<file path="src/rtl/ppu_clock_sched.sv">
// ppu_clock_sched: run-control scheduler for the PPU master clock.
// Accepts STOP / RUN_FREE / RUN_N / RUN_UNTIL commands, stalls the clock
// generator when a bounded run reaches its target, waits for the generator
// to park, then reports completion with a one-cycle done pulse.
module ppu_clock_sched #(
  parameter int COUNTER_BITS = 32
) (
  input  logic                    clock,
  input  logic                    reset,
  input  logic                    cmd_valid,
  input  logic [1:0]              cmd_op,
  input  logic [COUNTER_BITS-1:0] cmd_arg,
  output logic                    cmd_ready,
  input  logic                    ext_hold_i,
  input  logic [COUNTER_BITS-1:0] xin_counter_i,
  input  logic                    xin_parked_i,
  output logic                    xin_stall_o,
  output logic                    busy_o,
  output logic                    done_o,
  output logic                    done_aborted_o,
  output logic [COUNTER_BITS-1:0] elapsed_o
);

  typedef enum logic [1:0] {
    ST_IDLE  = 2'd0,
    ST_RUN   = 2'd1,
    ST_DRAIN = 2'd2
  } state_t;

  localparam logic [1:0] OP_STOP      = 2'd0;
  localparam logic [1:0] OP_RUN_FREE  = 2'd1;
  localparam logic [1:0] OP_RUN_N     = 2'd2;
  localparam logic [1:0] OP_RUN_UNTIL = 2'd3;

  state_t                  state_r, next_state_s;
  logic                    bounded_r, next_bounded_s;
  logic [COUNTER_BITS-1:0] target_r, next_target_s;
  logic [COUNTER_BITS-1:0] base_r, next_base_s;
  logic                    abort_r, next_abort_s;
  logic                    done_r, next_done_s;
  logic                    done_aborted_r, next_done_aborted_s;

  logic                    accept_s;
  logic                    match_s;
  logic [COUNTER_BITS-1:0] cmd_target_s;
  logic                    cmd_immediate_s;

  // Handshake, stall and status outputs derived from current state.
  // Equality-only target compare keeps runs across counter wrap correct.
  always_comb begin
    match_s        = (state_r == ST_RUN) && bounded_r && (xin_counter_i == target_r);
    xin_stall_o    = (state_r != ST_RUN) || ext_hold_i || match_s;
    cmd_ready      = (state_r != ST_DRAIN);
    busy_o         = (state_r != ST_IDLE);
    accept_s       = cmd_valid && cmd_ready;
    done_o         = done_r;
    done_aborted_o = done_aborted_r;
    elapsed_o      = xin_counter_i - base_r;
  end

  // Target a run command would load, and whether it is already satisfied.
  always_comb begin
    cmd_target_s    = target_r;
    cmd_immediate_s = 1'b0;
    case (cmd_op)
      OP_RUN_N: begin
        cmd_target_s    = xin_counter_i + cmd_arg;
        cmd_immediate_s = (cmd_arg == {COUNTER_BITS{1'b0}});
      end
      OP_RUN_UNTIL: begin
        cmd_target_s    = cmd_arg;
        cmd_immediate_s = (cmd_arg == xin_counter_i);
      end
      default: begin
        cmd_target_s    = target_r;
        cmd_immediate_s = 1'b0;
      end
    endcase
  end

  // Next-state and register-update logic; commands outrank a target match.
  always_comb begin
    next_state_s        = state_r;
    next_bounded_s      = bounded_r;
    next_target_s       = target_r;
    next_base_s         = base_r;
    next_abort_s        = abort_r;
    next_done_s         = 1'b0;
    next_done_aborted_s = done_aborted_r;
    case (state_r)
      ST_IDLE, ST_RUN: begin
        if (accept_s) begin
          if (cmd_op == OP_STOP) begin
            // STOP while idle is a no-op; in RUN it aborts the run.
            if (state_r == ST_RUN) begin
              next_state_s = ST_DRAIN;
              next_abort_s = 1'b1;
            end else begin
              next_state_s = ST_IDLE;
            end
          end else begin
            next_base_s    = xin_counter_i;
            next_target_s  = cmd_target_s;
            next_bounded_s = (cmd_op != OP_RUN_FREE);
            next_abort_s   = 1'b0;
            if (cmd_immediate_s) begin
              next_state_s = ST_DRAIN;
            end else begin
              next_state_s = ST_RUN;
            end
          end
        end else if (match_s) begin
          next_state_s = ST_DRAIN;
          next_abort_s = 1'b0;
        end else begin
          next_state_s = state_r;
        end
      end
      ST_DRAIN: begin
        if (xin_parked_i) begin
          next_state_s        = ST_IDLE;
          next_done_s         = 1'b1;
          next_done_aborted_s = abort_r;
        end else begin
          next_state_s = ST_DRAIN;
        end
      end
      default: begin
        next_state_s = ST_IDLE;
      end
    endcase
  end

  // State and run-context registers; reset abandons any run silently.
  always_ff @(posedge clock or posedge reset) begin
    if (reset) begin
      state_r        <= ST_IDLE;
      bounded_r      <= 1'b0;
      target_r       <= {COUNTER_BITS{1'b0}};
      base_r         <= {COUNTER_BITS{1'b0}};
      abort_r        <= 1'b0;
      done_r         <= 1'b0;
      done_aborted_r <= 1'b0;
    end else begin
      state_r        <= next_state_s;
      bounded_r      <= next_bounded_s;
      target_r       <= next_target_s;
      base_r         <= next_base_s;
      abort_r        <= next_abort_s;
      done_r         <= next_done_s;
      done_aborted_r <= next_done_aborted_s;
    end
  end

  // Unused-opcode reference keeps the opcode table complete for readers.
  logic unused_op_s;
  always_comb begin
    unused_op_s = (OP_RUN_UNTIL == 2'd3) && (OP_RUN_N == 2'd2);
  end

endmodule
</file>
<file path="config.mk">
export PLATFORM = sky130hd
export DESIGN_NAME = ppu_clock_sched
export DESIGN_NICKNAME = d
export VERILOG_FILES = /design/src/rtl/ppu_clock_sched.sv
export SDC_FILE = /design/constraint.sdc
export NUM_CORES = 1
export LEC_CHECK = 0
export ABC_CLOCK_PERIOD_IN_PS = 4000
export BUFFER_PORTS_ARGS = -buffer_cell sky130_fd_sc_hd__buf_2
export CAP_MARGIN = 20
export CORE_ASPECT_RATIO = 0.9
export CORE_MARGIN = 5
export CORE_UTILIZATION = 35
export CTS_BUF_LIST = sky130_fd_sc_hd__clkbuf_16
export DETAILED_ROUTE_END_ITERATION = 10
export PLACE_DENSITY = 0.64
export SYNTH_ARGS = -nofsm -noshare
export SYNTH_HDL_FRONTEND = slang
export SYNTH_SLANG_ARGS = --single-unit
</file>
<file path="constraint.sdc">
create_clock -name clock -period 4 [get_ports clock]
set_clock_uncertainty 0.05 [all_clocks]
set_input_delay 0.4 -clock clock [delete_from_list [all_inputs] [get_ports clock]]
set_output_delay 0.4 -clock clock [all_outputs]
set_load 0.02 [all_outputs]
</file>
==> results of run 1 <==
## layout make-up
cell class | count | area (um^2) | share of cell area, %
clock buffers | 9 | 225 | 2.96
clock inverters | 5 | 21.3 | 0.280
inverters | 57 | 214 | 2.82
multi-input cells | 675 | 4470 | 58.9
flip-flops and latches | 70 | 1750 | 23.1
well taps | 245 | 307 | 4.04
repair buffers | 116 | 606 | 7.97
## routing by layer
layer | vias to the layer above | global-route usage (%) | routed length, um
met1 | 2920 | 27.5 | 10200
li1 | 3179 | - | -
met3 | 17 | 3.45 | 1090
met4 | 0 | 4.28 | 250
met5 | - | 0 | 0
met2 | 170 | 27.4 | 8530
## sequential cells by signal, indices dropped and copies added, names as in the netlist
register,flops
base_r,32
target_r,32
state_r,2
abort_r,1
bounded_r,1
done_aborted_o,1
done_o,1
## worst paths after layout
check / start / end / slack (ns) / cells after the start
max in group asynchronous: reset / base_r[12]$_DFFE_PP0P_ / 2.73 / 3
worst min-delay path: reset / done_o$_DFF_PP0_ / 0.14 / 2
worst max register to register: target_r[6]$_DFFE_PP0P_ / state_r[1]$_DFFE_PP0P_ / 1.61 / 8
min in group clock: xin_parked_i / state_r[1]$_DFFE_PP0P_ / 0.24 / 2
worst min register to register: target_r[14]$_DFFE_PP0P_ / target_r[14]$_DFFE_PP0P_ / 0.45 / 2
worst max-delay path: base_r[0]$_DFFE_PP0P_ / elapsed_o[30] / 0.14 / 12
## cells in the mapped netlist (3+ instances only)
cell type,number
o21ai_0,102
nand2_1,97
dfrtp_1,70
a21oi_1,62
ha_1,62
inv_1,57
nor2_1,50
xnor2_1,41
xor2_1,41
clkbuf_1,28
nor4_1,22
o22ai_1,18
a21o_1,15
nor3_1,14
or3_1,14
nand4_1,12
a211oi_1,9
nand3_1,9
nand2b_1,8
o21a_1,8
a31oi_1,7
nor2b_1,7
o21bai_1,7
o21ai_1,5
and2_1,4
and3_1,4
a311o_1,3
a41oi_1,3
and4_1,3
mux2_2,3
or2_2,3
## critical path, cell delays in order, from the launching register on
cell       delay, ns
dfrtp_1         0.37
ha_1            0.22
fa_2            0.36
and2b_1         0.24
o211ai_2        0.10
a21oi_2         0.17
o211ai_2        0.14
a21oi_4         0.21
a31oi_4         0.14
o311a_1         0.33
or4b_1          0.50
o2111ai_1       0.10
buf_4           0.17
## power breakdown
group / internal, W / switching [W] / leakage, nW
combinational: 0.000763 / 0.00120 / 2.46
sequential: 0.000888 / 0.0000963 / 0.856
clock: 0.000403 / 0.000306 / 0.131
## metrics by stage
| stage | instances | area (um^2) | utilization (%) |
|---|---|---|---|
| after floorplan | 832 | 6540 | - |
| after global placement | 1160 | 7320 | 39.8 |
| after detailed placement | 1160 | 7320 | 39.8 |
| after CTS | 1177 | 7590 | 41.3 |
| after global routing | 1177 | 7600 | 41.3 |
| final | 1177 | 7600 | 41.3 |
## timing repair
item | 4_1_cts | 5_1_grt
pin swaps | 2 | 2
gates resized for setup | 1 | 3
setup endpoints to repair | 1 | 3
hold buffers | 0 | 0
setup buffers | 3 | 0
## cell families (layout without fill, tap and decap cells)
logic type | Yosys count | in the layout
XOR/XNOR | 82 | 82
buffers and inverters | 87 | 187
multiplexers | 5 | 5
adder cells (fa/ha/maj) | 64 | 64
AO/OA/AOI/OAI | 267 | 267
flip-flops | 70 | 70
AND/OR/NAND/NOR | 257 | 257
==> out/results.ini, run 1 <==
[grt]
track_usage_pct=18.4
grt_max_degree=53
overflow=0
grt_pass1_wl_um=32100
antenna_found_initial=0
grt_pass1_vias=5949

[sta]
final.period_utilization_pct=96.5
slew_headroom_pct=28.4
fin_ws_ns=0.141
tns_ns=0
tightest_slew_ns=1.07
rsz0062_at_grt=true
final-hold-violation-count=0
fmax_mhz=259
fin_crit_ns=3.86
setup_violations=0
hold_slack_ns=0.145
maxSlewViolCount=0

[synthesis]
synth_area_um2=6540
synth_top_family_by_area=compound AO/OA/AOI/OAI gates
synth_compound_area_share_pct=25.0
synth_ff_type=dfrtp_1
yosys.area_share.simple_pct=18.9
synth_cell_types=66
syn_inst=832
syn_area_per_cell_um2=7.86
synthAdderAreaFrac_pct=12.5
muxShareOfSynthArea_pct=0.822
yosysWarnings=0
synth_xor_area_share_pct=11.0
synth_enable_flop_cells=0
ys_seq_area_share_pct=26.8
syn_nets=967
ys_ff_latch=70
yosysTopAreaCellShare_pct=26.8
ys_top_cells_by_area=dfrtp_1 27%, ha_1 12%, o21ai_0 7.8%, nand2_1 5.6%, xnor2_1 5.5%
yosys.area.top_type=dfrtp_1
async_reset_ff_share_pct=100

[die]
rows=47
io_pins=108
die_height_um=140
fp.dieW_um=154
core_um2=18400
start_util_pct=35.5
dieArea_um2=21500

[clock_tree]
cts-root-buf=clkbuf_16
cts_tree=done
cts_max_path_buffers=2
htree_levels=3
clock_sinks=70
clkTransAtPathRegs_ns=0.05
clock_latency_ns=0.35
cts_inserted_buffers=9

[placement]
place_hpwl_um=15800
pre_cts_ws_ns=0.151
place_congestion=0.906
port-buffer-count=107

[routing]
first_pass_iters=7
ant_nets=0
wl_per_cell_um=17.0
wirelength_um=20000
viasPerCell=5.34
route.detailed.drc=0
num_vias=6286
drtIter0Drc=401

[hold_path]
hp-class=input port to asynchronous set/reset pin

[power_and_ir_drop]
power_density_nw_per_um2=481
ir_drop_mv=0.221
p_leak_nw=3.45
report.power.total_w=0.00366

[layout]
fin_nets=1064
layout_common_cells=106 x buf_2, 101 x o21ai_0, 97 x nand2_1
areaGrowthSynthToFinish_pct=16.1
nFillCells=1913
drive_gt1_share_pct=15.8
final_common_cell=buf_2
diodes=0

[worst_setup_path]
cp.required_ns=3.55
cp-end-kind=output pin
path_max_fanout=2
worstSetupPathType=register to output pin
start_kind=register
cp.arrival_ns=3.41

[outcome]
status=completed

[flow_run]
drv_cap=0

Note: power is estimated with default switching activity, not from simulation.
==> inputs of run 2 (changes only) <==
- ABC_CLOCK_PERIOD_IN_PS: 4000 -> unset
- CTS_BUF_LIST: sky130_fd_sc_hd__clkbuf_16 -> unset
- SKIP_CTS_REPAIR_TIMING: unset -> 1
==> out/results.ini, run 2 (synthesis gave the netlist of run 1 again) <==
[outcome]
status=completed

[grt]
grt_pass1_vias=5924  ; -0.42%
grt_pass1_wl_um=31900  ; -0.60%
overflow=0  ; unchanged
grt_max_degree=53  ; unchanged
antenna_found_initial=0  ; unchanged
track_usage_pct=18.3  ; -0.13 points

[worst_setup_path]
path_max_fanout=4  ; +2
cp.arrival_ns=3.48  ; +0.07 ns
ff2ff_path_depth=8  ; unchanged
start_kind=register
cp-end-kind=output pin
worstSetupPathType=register to output pin
cp.required_ns=3.55  ; about the same

[routing]
first_pass_iters=4  ; -3
ant_nets=0  ; unchanged
wirelength_um=20000  ; -0.14%
viasPerCell=5.37  ; +0.61%
num_vias=6330  ; +0.70%
drtIter0Drc=413  ; +3.0%
route.detailed.drc=0  ; unchanged
wl_per_cell_um=17.0  ; -0.22%

[sta]
slew_headroom_pct=27.6  ; -0.75 points
final-hold-violation-count=0  ; unchanged
final.period_utilization_pct=98.2  ; +1.8 points
fmax_mhz=254  ; -1.8%
rsz0062_at_grt=true
fin_crit_ns=3.93  ; +0.0714 ns
tightest_slew_ns=1.09  ; +0.0112 ns
tns_ns=0  ; unchanged
setup_violations=0  ; unchanged
maxSlewViolCount=0  ; unchanged

[clock_tree]
htree_levels=3  ; unchanged
clock_sinks=70  ; unchanged
clkTransAtPathRegs_ns=0.05  ; about the same
clock_latency_ns=0.35  ; about the same
cts_inserted_buffers=9  ; unchanged
cts_max_path_buffers=2  ; unchanged
cts_tree=done
cts-root-buf=clkbuf_16

[layout]
fin_nets=1065  ; +0.094%
diodes=0  ; unchanged
final_area_um2=7630  ; +0.48%
final_common_cell=buf_2
drive_gt1_share_pct=16.2  ; +0.41 points
reg.largest.list=base_r: 32 flops, target_r: 32 flops, state_r: 2 flops
areaGrowthSynthToFinish_pct=16.7
layout_common_cells=106 x buf_2, 101 x o21ai_0, 97 x nand2_1
final_util_pct=41.5  ; +0.20 points

[power_and_ir_drop]
power_density_nw_per_um2=483  ; +0.36%
combPwrFrac_pct=53.3  ; -0.4 points
p_int_w=0.00209  ; +1.5%
sequentialPowerShare_pct=26.7  ; -0.2 points
netSwitchingFraction_pct=43.4  ; -0.39 points
p_sw_w=0.00160  ; about the same
report.power.total_w=0.00369  ; +0.84%
ir_drop_mv=0.220  ; -0.28%
p_leak_nw=3.45  ; +0.10%
clockPowerShare_pct=19.9  ; +0.5 points

[hold_path]
hp-class=input port to asynchronous set/reset pin

[placement]
dpl_cell_area_um2=7320  ; unchanged
place_hpwl_um=15800  ; unchanged
port-buffer-count=107  ; unchanged
place_congestion=0.906  ; unchanged

[die]
rows=47  ; unchanged
io_pins=108  ; unchanged
core_um2=18400  ; unchanged
fp.dieW_um=154  ; unchanged
start_util_pct=35.5  ; unchanged
die_height_um=140  ; unchanged
dieArea_um2=21500  ; unchanged

[flow_run]
drv_cap=0  ; unchanged

## run 2: layer usage
layer  vias up  wire, um  global-route usage [%]
met5         -         0                       0
met3        16      1100                    3.45
li1       3180         -                       -
met2       173      8540                    27.1
met1      2961     10100                    27.4
met4         0       255                    4.28
## run 2: final timing paths
path / endpoint / slack, ns / startpoint
max in group asynchronous: base_r[12]$_DFFE_PP0P_ / 2.73 / reset
hold reg to reg: target_r[14]$_DFFE_PP0P_ / 0.45 / target_r[14]$_DFFE_PP0P_
setup / recovery: elapsed_o[30] / 0.07 / base_r[0]$_DFFE_PP0P_
min in group clock: state_r[1]$_DFFE_PP0P_ / 0.24 / xin_parked_i
setup reg to reg: state_r[1]$_DFFE_PP0P_ / 1.63 / target_r[6]$_DFFE_PP0P_
hold / removal: done_o$_DFF_PP0_ / 0.14 / reset
## run 2: layout make-up
class                      count  area (um^2)
tap                          245          307
inverter                      57          214
multi-input combinational    675         4490
clock buffer                  12          246
timing repair buffer         117          613
clock inverter                 2         10.0
fill                        1910        10800
sequential                    70         1750
## run 2: power groups by stage
stage	logic, W	clock network, W	registers, W
after floorplan	0.00138	0	0.000978
after global placement	0.00192	0	0.000989
after detailed placement	0.00193	0	0.000995
after CTS	0.00195	0.000763	0.000983
after global routing	0.00218	0.000784	0.00100
final	0.00197	0.000735	0.000985
## run 2: per-stage QoR
step | setup slack, ns | hold WS (ns) | std cells
after floorplan | 0.622 | 0.419 | 832
after global placement | 0.184 | 0.431 | 1160
after detailed placement | 0.151 | 0.440 | 1160
after CTS | -0.0191 | 0.180 | 1174
after global routing | -0.0631 | 0.222 | 1178
final | 0.0701 | 0.145 | 1178
## run 2: worst max-delay path: stages (launching register included)
cell	delay, ns
dfrtp_1	0.40
ha_4	0.18
fa_2	0.34
and2b_1	0.24
o211ai_2	0.10
a21oi_2	0.17
o211ai_2	0.16
a21oi_4	0.25
a31oi_4	0.15
o311a_1	0.39
or4b_1	0.49
o2111ai_2	0.10
buf_4	0.17
==> inputs of run 3 (changes only) <==
- clock period: 4 -> 4.6 ns (I/O delays scaled with it)
==> out/results.ini, run 3 (synthesis gave the netlist of run 1 again) <==
[outcome]
status=completed

[layout]
fin_nets=1060  ; -0.47%
areaGrowthSynthToFinish_pct=16.9
stdcell_count=1176  ; -0.17%
final_common_cell=buf_2
layout_common_cells=107 x buf_2, 102 x o21ai_0, 97 x nand2_1
drive_gt1_share_pct=15.7  ; -0.49 points
reg.largest.list=base_r: 32 flops, target_r: 32 flops, state_r: 2 flops

[power_and_ir_drop]
combPwrFrac_pct=51.0  ; -2.3 points
power_density_nw_per_um2=433  ; -10%
p_leak_nw=3.45  ; about the same
clockPowerShare_pct=23.1  ; +3.2 points
netSwitchingFraction_pct=42.6  ; -0.83 points
ir_drop_mv=0.244  ; +11%
sequentialPowerShare_pct=25.9  ; -0.8 points
report.power.total_w=0.00331  ; -10%
p_sw_w=0.00141  ; -12%
p_int_w=0.00190  ; -9.0%

[die]
rows=47  ; unchanged
core_um2=18400  ; unchanged
fp.dieW_um=154  ; unchanged
io_pins=108  ; unchanged
die_height_um=140  ; unchanged
dieArea_um2=21500  ; unchanged
start_util_pct=35.5  ; unchanged

[worst_setup_path]
cp.arrival_ns=3.53  ; +0.05 ns
cp.required_ns=4.09  ; +0.54 ns
cp-end-kind=output pin
cpMostUsedCell=o211ai_2
path_max_fanout=5  ; +1
crit_family=compound AO/OA/AOI/OAI gates
path_cells=ha_1 -> fa_1 -> and2b_1 -> o211ai_2 -> a21oi_2 -> o211ai_2 -> a21oi_4 -> a31oi_4 -> o311a_1 -> or4b_1 -> o2111ai_1 -> buf_2
crit_slowest_cell=or4b_1
cp_num_buf_inv=1  ; unchanged
slowest_delay_ns=0.51  ; +0.02 ns
worstSetupPathType=register to output pin
start_kind=register

[sta]
tns_ns=0  ; unchanged
final.period_utilization_pct=87.8
setup_violations=0  ; unchanged
tightest_slew_ns=1.02  ; -0.0692 ns
hold_slack_ns=0.206  ; +0.0614 ns
slew_headroom_pct=32.2  ; +4.5 points
fin_crit_ns=4.04
final-hold-violation-count=0  ; unchanged
fmax_mhz=247
maxSlewViolCount=0  ; unchanged
rsz0062_at_grt=false

[routing]
viasPerCell=5.43  ; +1.0%
ant_nets=0  ; unchanged
drtIter0Drc=467  ; +13%
route.detailed.drc=0  ; unchanged
wl_per_cell_um=17.0  ; +0.20%
first_pass_iters=4  ; unchanged
num_vias=6385  ; +0.87%
wirelength_um=20000  ; about the same

[grt]
grt_pass1_wl_um=32000  ; +0.43%
overflow=0  ; unchanged
grt_max_degree=53  ; unchanged
antenna_found_initial=1  ; +1
track_usage_pct=18.5  ; +0.21 points
grt_pass1_vias=5959  ; +0.59%

[clock_tree]
cts_tree=done
cts-root-buf=clkbuf_16
cts_inserted_buffers=9  ; unchanged
clock_sinks=70  ; unchanged
htree_levels=3  ; unchanged
cts_max_path_buffers=2  ; unchanged
clkTransAtPathRegs_ns=0.06  ; about the same
clock_latency_ns=0.35  ; about the same

[hold_path]
hp-class=input port to asynchronous set/reset pin

[flow_run]
drv_cap=0  ; unchanged

[placement]
place_inst=1158  ; -0.17%
port-buffer-count=107  ; unchanged
place_congestion=0.902  ; -0.41%
place_hpwl_um=15900  ; +0.58%

[run 3: metal layers]
layer / vias up / track usage, % / share of wire [%]
met3: 21 / 3.76 / 6.5
met2: 201 / 27.3 / 43
li1: 3176 / - / -
met4: 0 / 5.44 / 1.7
met1: 2987 / 27.2 / 49
met5: - / 0 / 0
[run 3: area by class of cell]
cell class,instances,area (um^2)
fillers,1894,10800
multi-input cells,675,4470
flip-flops and latches,70,1750
repair buffers,112,581
well taps,245,307
clock buffers,14,284
inverters,57,214
clock inverters,2,37.5
diodes,1,2.50
[run 3: power by group through the flow]
| stage | sequential (W) | clock, W | combinational [W] |
|---|---|---|---|
| 6_report | 0.000856 | 0.000766 | 0.00169 |
| 5_1_grt | 0.000872 | 0.000803 | 0.00188 |
| 4_1_cts | 0.000856 | 0.000782 | 0.00169 |
| 3_5_place_dp | 0.000866 | 0 | 0.00168 |
| 3_3_place_gp | 0.000859 | 0 | 0.00167 |
| 2_1_floorplan | 0.000850 | 0 | 0.00120 |
[run 3: final timing paths]
kind | start | end | slack [ns] | depth (start not counted)
worst max register to register | target_r[6]$_DFFE_PP0P_ | state_r[1]$_DFFE_PP0P_ | 2.17 | 8
min in group clock | xin_parked_i | state_r[1]$_DFFE_PP0P_ | 0.29 | 2
worst max-delay path | base_r[0]$_DFFE_PP0P_ | elapsed_o[30] | 0.56 | 12
worst min-delay path | reset | done_o$_DFF_PP0_ | 0.21 | 2
max in group asynchronous | reset | base_r[15]$_DFFE_PP0P_ | 3.29 | 3
worst min register to register | target_r[8]$_DFFE_PP0P_ | target_r[8]$_DFFE_PP0P_ | 0.45 | 2
[run 3: metrics by stage]
stage / instance area [um^2] / util [%] / setup WS [ns]
floorplan: 6540 / - / 1.10
global route: 7650 / 41.5 / 0.359
CTS: 7630 / 41.4 / 0.532
global placement: 7310 / 39.7 / 0.664
detailed placement: 7310 / 39.7 / 0.640
finish: 7650 / 41.5 / 0.559
